==> src/rtl/elc3_mem_pkg.sv <==
// Shared types and constants for the eLC-3 SRAM access path.
// ARB_ROUND_ROBIN_EN selects round-robin arbitration in sram_grant_arbiter.
package elc3_mem_pkg;

    typedef enum logic [1:0] {
        IDLE,
        SETUP,
        ACCESS,
        HOLD
    } arb_state_e;

    typedef logic grant_t;

    localparam int SRAM_DATA_W     = 16;
    localparam int WAIT_CYCLES_MIN = 1;
    localparam int WAIT_CYCLES_MAX = 15;
    localparam int WAIT_CNT_W      = 4;

    function automatic bit waitCyclesLegal(input int waitCycles);
        return (waitCycles >= WAIT_CYCLES_MIN) && (waitCycles <= WAIT_CYCLES_MAX);
    endfunction

endpackage

==> src/rtl/sram_grant_arbiter.sv <==
// Picks which requester owns the next SRAM transaction.
// Fixed priority to port 0 by default; ARB_ROUND_ROBIN_EN adds a preferred-port pointer.
module sram_grant_arbiter
    import elc3_mem_pkg::*;
(
    input  logic   clk,
    input  logic   rst,
    input  logic   valid0_i,
    input  logic   valid1_i,
    input  logic   grant_i,
    output logic   anyValid_o,
    output grant_t winner_o
);

    assign anyValid_o = valid0_i | valid1_i;

`ifdef ARB_ROUND_ROBIN_EN
    grant_t ptr_q;
    grant_t ptr_d;

    always_comb begin
        winner_o = 1'b0;
        if (valid0_i && valid1_i) begin
            winner_o = ptr_q;
        end else if (valid1_i) begin
            winner_o = 1'b1;
        end
    end

    // The port that just won loses preference for the next contested grant.
    always_comb begin
        ptr_d = ptr_q;
        if (grant_i) begin
            ptr_d = ~winner_o;
        end
    end

    always_ff @(posedge clk or posedge rst) begin
        if (rst) begin
            ptr_q <= 1'b0;
        end else begin
            ptr_q <= ptr_d;
        end
    end
`else
    logic unused_rr;

    assign winner_o  = ~valid0_i & valid1_i;
    assign unused_rr = ^{clk, rst, grant_i};
`endif

endmodule

==> src/rtl/sram_access_arbiter.sv <==
// Two-port arbiter and strobe sequencer for the eLC-3 asynchronous 16-bit SRAM.
// Define ARB_ROUND_ROBIN_EN for round-robin instead of fixed port-0 priority.
module sram_access_arbiter
    import elc3_mem_pkg::*;
#(
    parameter int WAIT_CYCLES = 2,
    parameter int ADDR_W      = 20
) (
    input  logic                   Clk,
    input  logic                   Reset,
    input  logic                   req0_valid,
    input  logic                   req0_we,
    input  logic [ADDR_W-1:0]      req0_addr,
    input  logic [SRAM_DATA_W-1:0] req0_wdata,
    output logic                   req0_done,
    input  logic                   req1_valid,
    input  logic                   req1_we,
    input  logic [ADDR_W-1:0]      req1_addr,
    input  logic [SRAM_DATA_W-1:0] req1_wdata,
    output logic                   req1_done,
    output logic [SRAM_DATA_W-1:0] rdata,
    output logic                   SRAM_CE_N,
    output logic                   SRAM_OE_N,
    output logic                   SRAM_WE_N,
    output logic                   SRAM_LB_N,
    output logic                   SRAM_UB_N,
    output logic [ADDR_W-1:0]      SRAM_ADDR,
    output logic [SRAM_DATA_W-1:0] dq_out,
    output logic                   dq_oe,
    input  logic [SRAM_DATA_W-1:0] dq_in
);

    if (!waitCyclesLegal(WAIT_CYCLES)) begin : g_bad_wait
        $error("sram_access_arbiter: WAIT_CYCLES must be within 1..15");
    end

    localparam logic [WAIT_CNT_W-1:0] CNT_LAST = WAIT_CNT_W'(WAIT_CYCLES - 1);
    localparam logic [WAIT_CNT_W-1:0] CNT_ONE  = WAIT_CNT_W'(1);

    arb_state_e             state_q, state_d;
    logic [WAIT_CNT_W-1:0]  cnt_q, cnt_d;
    grant_t                 grant_q, grant_d;
    logic                   we_q, we_d;
    logic [ADDR_W-1:0]      addr_q, addr_d;
    logic [SRAM_DATA_W-1:0] wdata_q, wdata_d;
    logic [SRAM_DATA_W-1:0] rdata_q, rdata_d;

    logic   anyValid;
    grant_t winner;
    logic   grantFire;

    assign grantFire = (state_q == IDLE) && anyValid;

    sram_grant_arbiter u_grant (
        .clk        (Clk),
        .rst        (Reset),
        .valid0_i   (req0_valid),
        .valid1_i   (req1_valid),
        .grant_i    (grantFire),
        .anyValid_o (anyValid),
        .winner_o   (winner)
    );

    // Request fields are captured once at grant; the requester may change them afterwards.
    always_comb begin
        state_d = state_q;
        cnt_d   = cnt_q;
        grant_d = grant_q;
        we_d    = we_q;
        addr_d  = addr_q;
        wdata_d = wdata_q;
        rdata_d = rdata_q;
        case (state_q)
            IDLE: begin
                if (anyValid) begin
                    grant_d = winner;
                    we_d    = winner ? req1_we    : req0_we;
                    addr_d  = winner ? req1_addr  : req0_addr;
                    wdata_d = winner ? req1_wdata : req0_wdata;
                    cnt_d   = '0;
                    state_d = SETUP;
                end
            end
            SETUP: begin
                state_d = ACCESS;
            end
            ACCESS: begin
                if (cnt_q == CNT_LAST) begin
                    cnt_d   = '0;
                    state_d = HOLD;
                    if (!we_q) begin
                        rdata_d = dq_in;
                    end
                end else begin
                    cnt_d = cnt_q + CNT_ONE;
                end
            end
            HOLD: begin
                state_d = IDLE;
            end
            default: begin
                state_d = IDLE;
            end
        endcase
    end

    always_ff @(posedge Clk or posedge Reset) begin
        if (Reset) begin
            state_q <= IDLE;
            cnt_q   <= '0;
            grant_q <= 1'b0;
            we_q    <= 1'b0;
            addr_q  <= '0;
            wdata_q <= '0;
            rdata_q <= '0;
        end else begin
            state_q <= state_d;
            cnt_q   <= cnt_d;
            grant_q <= grant_d;
            we_q    <= we_d;
            addr_q  <= addr_d;
            wdata_q <= wdata_d;
            rdata_q <= rdata_d;
        end
    end

    // Strobes decode straight from the state register so reset releases them without a clock.
    assign SRAM_CE_N = (state_q == IDLE);
    assign SRAM_LB_N = (state_q == IDLE);
    assign SRAM_UB_N = (state_q == IDLE);
    assign SRAM_OE_N = !((state_q == ACCESS) && !we_q);
    assign SRAM_WE_N = !((state_q == ACCESS) && we_q);
    assign dq_oe     = (state_q != IDLE) && we_q;
    assign req0_done = (state_q == HOLD) && (grant_q == 1'b0);
    assign req1_done = (state_q == HOLD) && (grant_q == 1'b1);
    assign SRAM_ADDR = addr_q;
    assign dq_out    = wdata_q;
    assign rdata     = rdata_q;

endmodule

==> config.mk <==
export PLATFORM = sky130hd
export DESIGN_NAME = sram_access_arbiter
export DESIGN_NICKNAME = d
export VERILOG_FILES = /design/src/rtl/elc3_mem_pkg.sv /design/src/rtl/sram_grant_arbiter.sv /design/src/rtl/sram_access_arbiter.sv
export SDC_FILE = /design/constraint.sdc
export NUM_CORES = 1
export LEC_CHECK = 0
export CAP_MARGIN = 0
export CORE_ASPECT_RATIO = 2
export CORE_MARGIN = 5
export CORE_UTILIZATION = 39
export DETAILED_ROUTE_END_ITERATION = 10
export PLACE_DENSITY_LB_ADDON = 0.25
export SLEW_MARGIN = 20
export SYNTH_ARGS = -nofsm -noshare
export SYNTH_HDL_FRONTEND = slang
export SYNTH_HIERARCHICAL = 1
export SYNTH_SLANG_ARGS = --single-unit
==> constraint.sdc <==
create_clock -name Clk -period 2.55 [get_ports Clk]
set_clock_uncertainty 0.15 [all_clocks]
set_input_delay 0.51 -clock Clk [delete_from_list [all_inputs] [get_ports Clk]]
set_output_delay 0.51 -clock Clk [all_outputs]
set_load 0.005 [all_outputs]
==> results.ini, run 1 <==
[drt]
wirelength_um=7320
final_antenna_net_count=0
drtIter0Drc=75
route.detailed.drc=0
wl_per_cell_um=14.8
vias=2359
drtPass1Iterations=4
routed_via_density=4.77

[setup_path]
cp.required_ns=1.89
crit_fanout=8
arrival_ns=1.74
cp_top_family=buffers and inverters
critPathCaptureType=output port
path_buf_inv=2
max_stage_delay_ns=0.52
path_class=flop to output port
critPathSlowestCell=clkdlybuf4s50_1
start_kind=flop
worstPathCellList=inv_1, ha_1, nor2b_1, clkdlybuf4s50_1

[clock_tree]
numCtsBuffers=9
clock_path_buffers=2
cts_tree=done
clk_latency_ns=0.32
cts_sinks=60
cts_setup_buffers=0
htree_levels=3
cts.clk_slew.worst_paths_ns=0.05
cts-root-buf=clkbuf_16
postCtsHoldBufs=0
cts_resized=0

[yosys]
netlist_top_cells_area=dfrtp_1, mux2i_1, a21oi_1, mux2_4, nor2_1
ys_ff_latch=60
synth_top_area_frac=0.535
yosys.area.top_type=dfrtp_1
synthCells=246
synth_cell_types=27
syn-cell-area_mm2=0.00281
syn_nets=345
yosysSeqAreaShare=0.535
yosys_warnings=6
avgSynthCellArea_um2=11.4

[floorplanning]
initial_core_util=0.401
die_x_um=70.0
core_area_mm2=0.00699
pin_count=154
dieArea_mm2=0.00910
fp.dieH_um=130
fp-row-count=43

[grt]
grt_usage=0.164
grt-ovfl-total=0
grt_pass1_wl_um=11600
grt_max_degree=61
first_global_vias=2453
antenna_found_initial=0

[sta]
finalHoldViolCount=0
worst_slew_pin_slew_ns=0.487
maxSlewViolCount=0
period_minus_slack_ns=2.40
setup_tns_ns=0
rsz0062_at_grt=false
period_share=0.940
max_freq_ghz=0.417
slew_headroom=0.666
finalSetupViolations=0

[final_layout]
post-route-util=0.685
antenna_cells_inserted=0
drive_above_1_share=0.119
finalNetCount=499
syn_to_final_growth_pct=70.7

[pwr]
p_leak_nw=2.01
pwr_density_cell_mw_per_mm2=1100
report.power.total_mw=5.28
vdd_ir_drop_max_v=0.000568

[hold_path]
min_path_type=flop to flop

[place]
hpwlAfterDp_um=5640
place_congestion=0.759
io_buffers=153

[run]
maxCapViolCount=0

[outcome]
status=finished, final reports clean

[flip-flops by register name, summed over array words and instances (netlist names)]
name,count
rdata,16
cnt_q,4
we_q,1
state_q,2
dq_out,16
SRAM_ADDR,20
grant_q,1
[final timing paths]
check / to / slack, ns / from / depth (start not counted)
max in group asynchronous: dq_out[12] / 1.57 / Reset / 3
worst max register to register: rdata[5] / 0.49 / cnt_q[1] / 6
worst min-delay path: rdata[15] / 0.35 / rdata[15] / 1
worst max-delay path: dq_oe / 0.15 / state_q[0] / 4
worst min register to register: rdata[15] / 0.35 / rdata[15] / 1
min in group asynchronous: rdata[5] / 0.42 / Reset / 3
[cells in the final DEF, fill, tap and decap left out, types with 4 or more instances in the layout]
master	n
clkdlybuf4s50_1	153
dfrtp_1	60
mux2i_1	38
nor2_1	38
a21oi_1	38
mux2_4	10
clkbuf_16	9
mux2_2	8
buf_4	5
inv_1	4
nor2b_1	4
ha_1	4
[per-layer routing]
layer,track usage,vias up,wire length [um]
met2,0.270,114,3670
met4,0.0835,0,221
met1,0.171,1079,2540
met3,0.0833,16,886
met5,0,-,0
li1,-,1150,-
[metrics by stage]
| step | setup WS, ns | std cells | hold slack [ns] | cell area [um^2] |
|---|---|---|---|---|
| after floorplan | 0.405 | 246 | 0.319 | 2810 |
| after global placement | 0.242 | 479 | 0.336 | 4450 |
| after detailed placement | 0.201 | 479 | 0.341 | 4450 |
| after CTS | 0.0926 | 495 | 0.353 | 4790 |
| after global routing | 0.0190 | 495 | 0.366 | 4790 |
| final | 0.154 | 495 | 0.350 | 4790 |
[logic make-up after synthesis]
family,share of synthesized area
mux,0.221
compound gates,0.0825
simple gates,0.0950
fa+ha+maj,0.0223
buf+inv,0.0441
flops,0.535
[Yosys cell counts (all sizes together)]
cell type	number
a21oi	38
a32o	1
and2	2
buf	12
clkbuf	6
dfrtp	60
ha	5
inv	5
mux2	18
mux2i	38
nand2	3
nand2b	2
nand3	3
nand3b	1
nor2	38
nor2b	5
o21ai	3
o22a	1
o31ai	1
or2	2
or3b	1
or4b	1
[layout make-up]
cell class,count,area (um^2)
flip-flops and latches,60,1500
repair buffers,161,1630
clock buffers,12,267
multi-input cells,163,1190
fillers,546,2200
inverters,5,18.8
clock inverters,4,70.1
well taps,90,113
[power by group]
group / leakage, nW / switching [mW] / internal, mW
Combinational: 1.16 / 0.840 / 1.42
Clock: 0.169 / 0.409 / 0.931
Sequential: 0.684 / 0.255 / 1.42
[worst register-to-register path: cells and delay by family (launching register included)]
family	cells	cell delay [ns]
adders and majority gates	1	0.15
and+or+nand+nor	2	0.63
DFF	1	0.40
buffers and inverters	2	0.28
muxes	1	0.33
Note: power is estimated with default switching activity, not from simulation.
==> run 2, diff against run 1 <==
--- a/config.mk
+++ b/config.mk
@@ -7,10 +7,11 @@
 export LEC_CHECK = 0
 export CAP_MARGIN = 0
 export CORE_ASPECT_RATIO = 2
-export CORE_MARGIN = 5
+export CORE_MARGIN = 8
 export CORE_UTILIZATION = 39
 export DETAILED_ROUTE_END_ITERATION = 10
 export PLACE_DENSITY_LB_ADDON = 0.25
+export RECOVER_POWER = 50
 export SLEW_MARGIN = 20
 export SYNTH_ARGS = -nofsm -noshare
 export SYNTH_HDL_FRONTEND = slang
==> run 2 against run 1 <==
  * Clock power fell by 13%
  * Hold slack got worse by 0.0014 ns
  * Sequential power about the same
  * Non-clock buffer count down 2
  * Critical path type is now input port to flop
==> results.ini, run 2 (synthesis results as in run 1) <==
[grt]
first_global_vias=2632  ; +7.3%
grt_pass1_wl_um=12900  ; +11%
grt_usage=0.155  ; -0.00854
grt-ovfl-total=0  ; unchanged
grt_max_degree=61  ; unchanged
antenna_found_initial=0  ; unchanged

[sta]
slew_headroom=0.0405  ; -0.625
maxSlewViolCount=0  ; unchanged
finalHoldViolCount=0  ; unchanged
rsz0062_at_grt=false
worst_slew_pin_slew_ns=1.44  ; +0.952 ns
max_freq_ghz=0.426  ; +2.1%
setup_tns_ns=0  ; unchanged
period_minus_slack_ns=2.35  ; -0.0495 ns
worst_hold_slack_ns=0.348  ; -0.00139 ns
finalSetupViolations=0  ; unchanged
period_share=0.920  ; -0.0194

[setup_path]
worstPathCellList=clkdlybuf4s50_1, nor2b_1, buf_2, mux2i_1, a21oi_1
critPathCaptureType=flop
r2r_slack_ns=0.24  ; -0.25 ns
crit_start=req1_valid
rr_worst_depth=5  ; -1
start_kind=input port
critPathSlowestCell=buf_2
r2r_end=rdata[4]
arrival_ns=2.40  ; +0.66 ns
cp.required_ns=2.60  ; +0.71 ns
crit_fanout=38  ; +30
max_stage_delay_ns=0.84  ; +0.32 ns
r2r-start=cnt_q[1]
cp_top_family=buffers and inverters
path_class=input port to flop
path_buf_inv=2  ; unchanged

[final_layout]
finalNetCount=497  ; -0.40%
final_cell_mix=clkdlybuf4s50_1, dfrtp_1, mux2i_1, nor2_1, a21oi_1
multi_input_area_mm2=0.00118  ; -0.84%
syn_to_final_growth_pct=67.2
antenna_cells_inserted=0  ; unchanged
ff_latch_area_mm2=0.00150  ; unchanged
largest_register_ff_count=20  ; unchanged
drive_above_1_share=0.107  ; -0.0118
layoutNonFillerInstCount=495  ; unchanged
layout_commonest_cell=clkdlybuf4s50_1
fill_cells=532  ; -2.6%

[clock_tree]
cts-root-buf=clkbuf_16
cts_tree=done
clock_path_buffers=2  ; unchanged
numCtsBuffers=9  ; unchanged
clk_latency_ns=0.32  ; about the same
postCtsHoldBufs=0  ; unchanged
cts.clk_slew.worst_paths_ns=0.05  ; about the same
cts_sinks=60  ; unchanged
htree_levels=3  ; unchanged

[floorplanning]
fp-row-count=44  ; +2.3%
pin_count=154  ; unchanged
dieArea_mm2=0.0103  ; +14%
core_area_mm2=0.00710  ; +1.5%
die_x_um=76.0  ; +8.6%
fp.dieH_um=136  ; +4.6%
initial_core_util=0.395  ; -0.00608

[outcome]
status=finished, final reports clean

[drt]
vias=2386  ; +1.1%
drtPass1Iterations=4  ; unchanged
drtIter0Drc=126  ; +68%
wl_per_cell_um=15.7  ; +6.3%
final_antenna_net_count=0  ; unchanged
routed_via_density=4.82  ; +1.1%
route.detailed.drc=0  ; unchanged
wirelength_um=7780  ; +6.3%

[place]
place_congestion=0.796  ; +4.8%
io_buffers=153  ; unchanged
dpl.cell_count=479  ; unchanged
hpwlAfterDp_um=6100  ; +8.1%

[hold_path]
min_path_type=flop to flop
min_to=rdata[15]
hold_depth=1  ; unchanged
hp-start=rdata[15]

[run]
maxCapViolCount=0  ; unchanged

[pwr]
p_leak_nw=1.96  ; -2.9%
pwr_density_cell_mw_per_mm2=1080  ; -2.2%
report.power.total_mw=5.06  ; -4.2%
vdd_ir_drop_max_v=0.000568  ; about the same

run 2: cell count changes in the layout (fill, tap and decap cells not counted), sizes merged:
cell,previous run,this run
clkinv,2,5
clkinvlp,0,1
clkdlybuf4s50,153,129
clkbuf,12,10
dlygate4sd3,0,24
buf,8,5
bufinv,2,1
run 2: how the worst max path moves through the flow:
| stage | cells after the start | end | slack (ns) |
|---|---|---|---|
| 3_3_place_gp | 5 | cnt_q[3] | 0.21 |
| 4_1_cts | 4 | dq_oe | 0.11 |
| 5_1_grt | 3 | dq_out[13] | 0.06 |
| 3_5_place_dp | 5 | cnt_q[3] | 0.17 |
| 6_report | 5 | we_q | 0.20 |
| 2_1_floorplan | 1 | SRAM_ADDR[0] | 0.41 |
run 2: power breakdown:
group	leakage [nW]	switching [mW]	total, mW	internal, mW
Clock	0.145	0.413	1.16	0.751
Sequential	0.684	0.261	1.68	1.42
Combinational	1.13	0.853	2.21	1.36
Total	1.96	1.53	5.06	3.53
run 2: stage by stage:
step	utilization	setup WS [ns]	cell area [um^2]
3_5_place_dp	0.625	0.168	4440
4_1_cts	0.666	0.108	4730
6_report	0.661	0.203	4690
3_3_place_gp	0.625	0.213	4440
2_1_floorplan	-	0.405	2810
5_1_grt	0.661	0.0629	4690
run 2: layout make-up:
cell class / count / area share
multi-input cells: 163 / 0.252
clock inverters: 7 / 0.0141
inverters: 5 / 0.00400
flip-flops and latches: 60 / 0.320
repair buffers: 159 / 0.338
clock buffers: 9 / 0.0480
well taps: 92 / 0.0245
run 2: timing repair:
item                       4_1_cts  5_1_grt
setup buffers                    0        0
resized for setup                0        1
setup endpoints to repair        0        1
run 2: worst register-to-register path, stage by stage (launching register included):
cell and delay, ns:
dfrtp_1 0.41, inv_1 0.07, ha_1 0.15, or3b_1 0.41, or2_1 0.57, mux2_4 0.43
run 2: routing by layer:
metal	wire length (um)	global-route usage	part of all wire	up-vias
met1	3230	0.183	0.41	1101
met4	123	0.0615	0.016	0
li1	-	-	-	1150
met5	0	0	0	-
met3	849	0.0775	0.11	10
met2	3580	0.235	0.46	125
==> run 3, diff against run 2 <==
--- a/config.mk
+++ b/config.mk
@@ -15,5 +15,4 @@
 export SLEW_MARGIN = 20
 export SYNTH_ARGS = -nofsm -noshare
 export SYNTH_HDL_FRONTEND = slang
-export SYNTH_HIERARCHICAL = 1
 export SYNTH_SLANG_ARGS = --single-unit
==> constraint.sdc (replaced) <==
create_clock -name Clk -period 2.19 [get_ports Clk]
set_clock_uncertainty 0.15 [all_clocks]
set_input_delay 0.438 -clock Clk [delete_from_list [all_inputs] [get_ports Clk]]
set_output_delay 0.438 -clock Clk [all_outputs]
set_load 0.005 [all_outputs]
==> run 3 against run 2 <==
  * Count of clock-buffer cells in the layout grew 3
  * Hold slack got worse by 0.025 ns
  * Worst setup slack worse by 0.15 ns
  * Clock power grew 34%
  * Critical path depth fell by 2
  * Synthesized cell count shrank 1.2%
  * Non-clock buffer count increased by 3
  * Design area grew 2.4%
  * Critical endpoint is now SRAM_CE_N
  * Largest cell class unchanged
==> results.ini, run 3 <==
[hold_path]
min_path_type=flop to flop
hold_depth=2  ; +1
hp-start=dq_out[15]

[pwr]
pwr_density_cell_mw_per_mm2=1270  ; +18%
p_leak_nw=2.09  ; +6.9%
report.power.total_mw=6.09  ; +20%
vdd_ir_drop_max_v=0.000690  ; +21%

[sta]
setup_tns_ns=0  ; unchanged
maxSlewViolCount=0  ; unchanged
slew_headroom=0.579  ; +0.538
period_share=0.975
worst_slew_pin_slew_ns=0.631  ; -0.808 ns
period_minus_slack_ns=2.14
rsz0062_at_grt=false
worst_hold_slack_ns=0.323  ; -0.0252 ns
max_freq_ghz=0.468
finalSetupViolations=0  ; unchanged
finalHoldViolCount=0  ; unchanged

[yosys]
synth_edf_count=0  ; unchanged
synth_cell_types=28  ; +3.7%
synth.most_common_cell=dfrtp_1
synth_top_area_frac=0.540  ; +0.00530
syn_nets=342  ; -0.87%
yosys_warnings=0  ; -6
synth-async-reset-ratio=1.00  ; unchanged
yosysSeqAreaShare=0.540  ; +0.00530
ys_ff_latch=60  ; unchanged
synthCells=243  ; -1.2%
avgSynthCellArea_um2=11.4  ; +0.24%
syn-cell-area_mm2=0.00278  ; -0.98%
synth_common_cells=dfrtp_1, o21ai_0, nand2_1
synth_ff_type=dfrtp_1
netlist_top_cells_area=dfrtp_1, mux2i_1, o21ai_0, mux2_4, nand2_1
yosys.area.top_type=dfrtp_1

[setup_path]
r2r-start=cnt_q[1]
critPathCaptureType=output port
path_class=flop to output port
worstPathCellList=inv_2, ha_4, clkdlybuf4s50_1
r2r_end=rdata[0]
start_kind=flop
cp.required_ns=1.60  ; -1.00 ns
crit_fanout=8  ; -79%
r2r_slack_ns=0.12  ; -0.12 ns
cp-endpoint=SRAM_CE_N
rr_worst_depth=6  ; +1
arrival_ns=1.55  ; -0.85 ns
cp.depth=3  ; -2
max_stage_delay_ns=0.51  ; -0.33 ns
path_buf_inv=2  ; unchanged
cp_top_family=buffers and inverters
critPathSlowestCell=clkdlybuf4s50_1
crit_start=state_q[1]

[drt]
wl_met3_um=575  ; -32%
routed_via_density=4.79  ; -0.63%
drtPass1Iterations=4  ; unchanged
vias=2371  ; -0.63%
wl_per_cell_um=16.7  ; +6.2%
route.detailed.drc=0  ; unchanged
drt-met1-wl_um=2880  ; -11%
wirelength_um=8260  ; +6.2%
highest_layer=met4
routed-wl-met2_um=4520  ; +26%
drtIter0Drc=90  ; -29%
final_antenna_net_count=0  ; unchanged

[run]
maxCapViolCount=0  ; unchanged

[place]
io_buffers=153  ; unchanged
place_congestion=0.777  ; -2.5%
hpwlAfterDp_um=6480  ; +6.3%
dpl.cell_count=479  ; unchanged

[clock_tree]
htree_levels=3  ; unchanged
cts_tree=done
clock_path_buffers=2  ; unchanged
cts-root-buf=clkbuf_16
clk_latency_ns=0.32  ; about the same
cts.clk_slew.worst_paths_ns=0.05  ; about the same
cts_sinks=60  ; unchanged
numCtsBuffers=9  ; unchanged
cts_setup_buffers=0  ; unchanged

[outcome]
status=finished, final reports clean

[floorplanning]
dieArea_mm2=0.0102  ; -0.82%
fp-row-count=43  ; -2.3%
core_area_mm2=0.00694  ; -2.3%
fp.dieH_um=135  ; -0.43%
initial_core_util=0.400  ; +0.00522
die_x_um=75.7  ; -0.39%
pin_count=154  ; unchanged

[final_layout]
syn_to_final_growth_pct=73.0
antenna_cells_inserted=0  ; unchanged
ff_latch_area_mm2=0.00150  ; about the same
post-route-util=0.693  ; +0.0318
fill_cells=524  ; -1.5%
layout_commonest_cell=clkdlybuf4s50_1
drive_above_1_share=0.119  ; +0.0118
layoutNonFillerInstCount=495  ; unchanged
finalNetCount=499  ; +0.40%
largest_register_ff_count=20  ; unchanged
final_cell_mix=clkdlybuf4s50_1, dfrtp_1, o21ai_0, nand2_1, mux2i_1
multi_input_area_mm2=0.00120  ; +1.4%

[grt]
antenna_found_initial=0  ; unchanged
grt-ovfl-total=0  ; unchanged
grt_max_degree=43  ; -30%
grt_pass1_wl_um=13000  ; +0.48%
first_global_vias=2547  ; -3.2%
grt_usage=0.171  ; +0.0156

[run 3: layer usage]
layer | global-route usage | vias up
li1 | - | 1147
met3 | 0.0571 | 15
met4 | 0.0981 | 0
met5 | 0 | -
met1 | 0.167 | 1105
met2 | 0.296 | 104
[run 3: how the worst min path moves through the flow]
stage	slack, ns	end
floorplan	0.32	SRAM_ADDR[0]
global placement	0.31	dq_out[8]
detailed placement	0.32	dq_out[7]
CTS	0.30	rdata[11]
global route	0.35	dq_out[15]
finish	0.32	dq_out[15]
[run 3: worst register-to-register path, delay by kind of cell (launching register included)]
family | cells | cell delay (ns)
adders and majority gates | 1 | 0.13
buffers and inverters | 2 | 0.24
DFF | 1 | 0.42
muxes | 1 | 0.31
and+or+nand+nor | 2 | 0.70
[run 3: power by group]
| group | internal (mW) | switching [mW] | total (mW) |
|---|---|---|---|
| combinational | 1.60 | 0.998 | 2.60 |
| sequential | 1.65 | 0.298 | 1.95 |
| clock | 1.08 | 0.465 | 1.55 |
| total | 4.33 | 1.76 | 6.09 |
[run 3: area by class of cell]
class                           instances  share of cell area
Clock inverter                          4              0.0146
Sequential cell                        60               0.313
Multi-Input combinational cell        162               0.249
Timing Repair Buffer                  162               0.341
Clock buffer                           12              0.0554
Inverter                                5             0.00390
Tap cell                               90              0.0234
[run 3: cell families (layout without fill, tap and decap cells)]
group / Yosys count / in the layout / share of synthesized area
fa+ha+maj: 5 / 5 / 0.0225
compound gates: 50 / 50 / 0.0946
buf+inv: 21 / 183 / 0.0414
mux: 54 / 54 / 0.216
simple gates: 53 / 53 / 0.0855
flops: 60 / 60 / 0.540
[run 3: timing repair]
| item | CTS | global route |
|---|---|---|
| resized for setup | 10 | 1 |
| endpoints found under the setup margin | 6 | 2 |
| hold buffers | 0 | 0 |
| pin swaps | 0 | 2 |
[run 3: per-stage QoR]
step	setup slack, ns	area [um^2]
6_report	0.0544	4810
5_1_grt	0.00201	4810
4_1_cts	0.0208	4850
3_5_place_dp	0.0551	4490
3_3_place_gp	0.112	4490
2_1_floorplan	0.117	2780
